<file path="src/rtl/character_draw_controller.sv">
// Redraws the player sprite on the VGA adapter whenever the character FSM moves:
// erase at the last drawn position, then draw at the new one, one pixel per clock.
module character_draw_controller #(
  parameter int         SPRITE_W   = 8,
  parameter int         SPRITE_H   = 8,
  parameter int         X_ORIGIN   = 16,
  parameter int         LANE_PITCH = 40,
  parameter int         Y_POS      = 100,
  parameter logic [2:0] FG_COLOUR  = 3'b111,
  parameter logic [2:0] BG_COLOUR  = 3'b000
) (
  input  logic       Clock,
  input  logic       Reset,
  input  logic [3:0] CurrState,
  output logic       DoneDrawing,
  output logic [7:0] X,
  output logic [6:0] Y,
  output logic [2:0] Colour,
  output logic       Plot
);

  localparam logic [7:0] X0     = 8'(X_ORIGIN);
  localparam logic [7:0] HALF   = 8'(LANE_PITCH / 2);
  localparam logic [6:0] Y0     = 7'(Y_POS);
  localparam logic [3:0] CX_END = 4'(SPRITE_W - 1);
  localparam logic [3:0] CY_END = 4'(SPRITE_H - 1);

  typedef enum logic [2:0] {INIT, IDLE, ERASE, DRAW, DONE} state_t;

  state_t     state;
  logic [3:0] lastDrawn, target, cx, cy;
  logic [3:0] cxNext, cyNext, scanCode;
  logic       lastPix;
  logic [7:0] xNext;
  logic [6:0] yNext;

  // Base x in half-pitch units; codes 10-15 fall back to lane 0.
  function automatic logic [7:0] baseX(input logic [3:0] code);
    logic [7:0] k;
    case (code)
      4'd0:       k = 8'd0;
      4'd1:       k = 8'd2;
      4'd2:       k = 8'd4;
      4'd3:       k = 8'd6;
      4'd4, 4'd5: k = 8'd1;
      4'd6, 4'd7: k = 8'd3;
      4'd8, 4'd9: k = 8'd5;
      default:    k = 8'd0;
    endcase
    return X0 + k * HALF;
  endfunction

  always_comb begin
    lastPix  = (cx == CX_END) && (cy == CY_END);
    cxNext   = cx + 4'd1;
    cyNext   = cy;
    if (cx == CX_END) begin
      cxNext = 4'd0;
      cyNext = lastPix ? 4'd0 : cy + 4'd1;
    end
    scanCode = (state == ERASE) ? lastDrawn : target;
    xNext    = baseX(scanCode) + {4'b0, cxNext};
    yNext    = Y0 + {3'b0, cyNext};
  end

  // Outputs are loaded on the edge that enters a state, so each cycle shows its own pixel.
  always_ff @(posedge Clock or negedge Reset) begin
    if (!Reset) begin
      state       <= INIT;
      lastDrawn   <= 4'd0;
      target      <= 4'd0;
      cx          <= 4'd0;
      cy          <= 4'd0;
      X           <= 8'd0;
      Y           <= 7'd0;
      Colour      <= BG_COLOUR;
      Plot        <= 1'b0;
      DoneDrawing <= 1'b0;
    end else begin
      case (state)
        INIT: begin
          target      <= 4'd0;
          state       <= DRAW;
          cx          <= 4'd0;
          cy          <= 4'd0;
          X           <= baseX(4'd0);
          Y           <= Y0;
          Colour      <= FG_COLOUR;
          Plot        <= 1'b1;
          DoneDrawing <= 1'b0;
        end
        IDLE: begin
          if (CurrState != lastDrawn) begin
            target      <= CurrState;
            state       <= ERASE;
            cx          <= 4'd0;
            cy          <= 4'd0;
            X           <= baseX(lastDrawn);
            Y           <= Y0;
            Colour      <= BG_COLOUR;
            Plot        <= 1'b1;
            DoneDrawing <= 1'b0;
          end else begin
            Plot        <= 1'b0;
            DoneDrawing <= 1'b1;
          end
        end
        ERASE: begin
          if (lastPix) begin
            state  <= DRAW;
            cx     <= 4'd0;
            cy     <= 4'd0;
            X      <= baseX(target);
            Y      <= Y0;
            Colour <= FG_COLOUR;
            Plot   <= 1'b1;
          end else begin
            cx <= cxNext;
            cy <= cyNext;
            X  <= xNext;
            Y  <= yNext;
          end
        end
        DRAW: begin
          if (lastPix) begin
            state <= DONE;
            cx    <= 4'd0;
            cy    <= 4'd0;
            Plot  <= 1'b0;
          end else begin
            cx <= cxNext;
            cy <= cyNext;
            X  <= xNext;
            Y  <= yNext;
          end
        end
        DONE: begin
          lastDrawn   <= target;
          state       <= IDLE;
          DoneDrawing <= 1'b1;
        end
        default: state <= INIT;
      endcase
    end
  end

endmodule

</file>
<file path="config.mk">
export PLATFORM = sky130hd
export DESIGN_NAME = character_draw_controller
export DESIGN_NICKNAME = d
export VERILOG_FILES = /design/src/rtl/character_draw_controller.sv
export SDC_FILE = /design/constraint.sdc
export NUM_CORES = 1
export LEC_CHECK = 0
export ABC_AREA = 1
export BUFFER_PORTS_ARGS = -buffer_cell sky130_fd_sc_hd__buf_2
export CORE_ASPECT_RATIO = 0.6
export CORE_MARGIN = 3
export CORE_UTILIZATION = 53
export CTS_CLUSTER_SIZE = 14
export DETAILED_ROUTE_END_ITERATION = 8
export GPL_TIMING_DRIVEN = 0
export PLACE_DENSITY = 0.72
export SYNTH_ARGS = -nofsm -noshare
export SYNTH_HDL_FRONTEND = slang
export SYNTH_SLANG_ARGS = --single-unit
export TNS_END_PERCENT = 10
</file>
<file path="constraint.sdc">
create_clock -name Clock -period 2.65 [get_ports Clock]
set_clock_uncertainty 0.2 [all_clocks]
set_input_delay 0 -clock Clock [delete_from_list [all_inputs] [get_ports Clock]]
set_output_delay 0 -clock Clock [all_outputs]
set_load 0.005 [all_outputs]
</file>
==> out/results.ini <==
[drt]
routedWlPerCell_um=14.0
wl_um=5960
viasPerCell=5.30
drt-pass1-iter-count=4
ant_nets=0
drt_iter0_drc=160
vias=2252
drcViolationCount=0

[power_and_ir_drop]
power_frac_clock=0.407
p_sw_mw=0.227
pwr-share-comb=0.026
pwr-share-seq=0.567
powerDensity_nw_per_um2=339
ir_worst_vdd_mv=0.248
swShare=0.234
power.internal_mw=0.741
leakagePower_nw=1.50

[synth]
synth.top_cells.by_area=dfrtp_1 (39%), nand2_1 (14%), ha_1 (7.6%)
ys_async_sr_fraction=1.00
synth_simple_gate_area_frac=0.296
synth_edf_count=0
synthFlopType=dfrtp_1
syn_area_um2=2320
yosysWarnings=0
syn-num-nets=338
ys_seq_elements=36
seq_area_frac_synth=0.388
synth_top_family_by_area=simple AND/OR/NAND/NOR gates
synthAdderAreaFrac=0.0841
synth_compound_area_frac=0.108
synth_largest_area_cell=dfrtp_1
synthMuxAreaShare=0
synth_xor_area_frac=0.0264
yosysTopAreaCellShare=0.388
syn_inst=317
yosys.cell_types.count=27
avgSynthCellArea_um2=7.32

[job]
maxCapViolations=0

[finish]
n_antenna_cell=0
final_cell_mix=nand2_1 (83), inv_1 (40), dfrtp_1 (34), nor2_1 (28), o21ai_0 (26)
seq_area_um2=903
multi_input_area_um2=1290
syn2layout_area_growth_pct=23.1
fillerInstances=316
stdcell_count=425
post-route-util=0.726
layout_commonest_cell=nand2_1
layout-drive-gt1-share=0.261
nets=388

[floorplanning]
fp.dieW_um=91.4
die_y_um=57.2
ios=26
start_util=0.590
std_cell_rows=17
die-area_um2=5230
coreArea_um2=3940

[timing]
finalHoldViolCount=0
min_period_ns=2.82
setup_ws_ns=-0.168
rsz0062_at_grt=yes
slew_headroom=0.455
setup_viol=3
fmaxAchievable_mhz=355
holdWs_ns=0.137
tightest_slew_ns=0.812
fin_crit_sh=1.06
finalMaxSlewViolations=0
tns_ns=-0.426

[clocking]
htree_levels=2
clockRootBuffer=clkbuf_8
numCtsBuffers=5
cts_tree=done
clock_sinks=36
clk_latency_ns=0.29
cts_buffer_depth=2
clk_pin_slew_ns=0.08

[worst_setup_path]
worstReg2RegStart=state[0]
rr_worst_depth=18
worst_setup_path_start_kind=register
crit_path_end_kind=register
crit_fanout=4
critical_path_class=register to register
cp.arrival_ns=2.85
reg2reg_to=X[6]
ff2ff_setup_slack_ns=-0.17
required_ns=2.68

[global_routing]
grt_start_max_net_pins=37
overflow=0
antenna_found_initial=0
grt.total_usage=0.246
grt_pass1_wl_um=10100
grt_pass1_vias=2069

[place]
dp_slack_ns=-0.349
dp.cells=399
place_congestion=0.844
hpwl_um=4190
portBuffers=25

[outcome]
outcome=finished, violations left
violations=setup timing

[worst_hold_path]
hp-class=input port to asynchronous set/reset pin

[per-layer routing]
metal	share of wire	track usage
met1	0.48	0.382
met4	0.0057	0.0494
met3	0.089	0.0527
met5	0	0
met2	0.42	0.353
[power by group through the flow]
stage | Clock [mW] | Combinational, mW | Sequential, mW
2_1_floorplan | 0 | 0.00384 | 0.560
3_3_place_gp | 0 | 0.0201 | 0.560
3_5_place_dp | 0 | 0.0208 | 0.560
4_1_cts | 0.400 | 0.0263 | 0.549
5_1_grt | 0.429 | 0.0303 | 0.549
6_report | 0.394 | 0.0256 | 0.549
[state kept, by name, summed over array words and instances (netlist names)]
| signal | count |
|---|---|
| target | 4 |
| state | 3 |
| cx | 4 |
| DoneDrawing | 1 |
| Colour | 1 |
| lastDrawn | 4 |
| Y | 6 |
| cy | 4 |
| X | 8 |
| Plot | 1 |
[final cells by class]
cell class              instances  area share
inverters                      47      0.0618
well taps                      57      0.0250
clock buffers                   5      0.0241
repair buffers                 43      0.0955
clock inverters                 3     0.00657
plain buffers                   6      0.0184
multi-input cells             228       0.452
flip-flops and latches         36       0.316
[through the flow]
step | instance area (µm²) | power, mW
2_1_floorplan | 2330 | 0.564
3_3_place_gp | 2520 | 0.580
3_5_place_dp | 2520 | 0.581
4_1_cts | 2810 | 0.975
5_1_grt | 2860 | 1.01
6_report | 2860 | 0.968
[cells by family (layout without fill, tap and decap cells)]
logic type,Yosys count,after routing
compound gates,46,46
xor+xnor,7,7
fa+ha+maj,15,15
buf+inv,53,104
flops,36,36
simple gates,160,160
[Yosys cell counts, drive strengths merged (2+ instances only)]
library cell / count
o21ai: 35
nor3: 4
nand2: 94
inv: 47
o211ai: 3
a21oi: 6
nor2: 35
dfrtp: 36
ha: 14
buf: 6
xnor2: 2
xor2: 5
nand3: 24
[timing repair]
action,CTS,global route
endpoints found under the setup margin,5,5
setup buffers,11,2
hold buffers,5,0
hold endpoints to repair,40,0
gates resized for setup,18,10
pin swaps,7,13
[worst max path at each step]
stage                     depth (start not counted)      from  endpoint
after floorplan                                  20  state[0]      X[6]
after global placement                           20  state[2]      X[6]
after detailed placement                         20  state[2]      X[6]
after CTS                                        20  state[2]      X[6]
after global routing                             20  state[0]      X[6]
final                                            18  state[0]      X[6]
[critical path, stage by stage, from the launching register on]
cell     delay (ns)
dfrtp_2        0.43
nor2_4         0.14
nand2_4        0.07
buf_4          0.15
o21ai_4        0.22
nor2_2         0.08
nor2_2         0.16
nor2_2         0.07
ha_1           0.20
ha_2           0.19
ha_4           0.28
inv_1          0.06
nand2_2        0.09
nand2_2        0.05
a21oi_2        0.11
nand2_1        0.06
nand2_1        0.07
nand2_1        0.06
nand2_1        0.06
(Power assumes the default switching activity.)
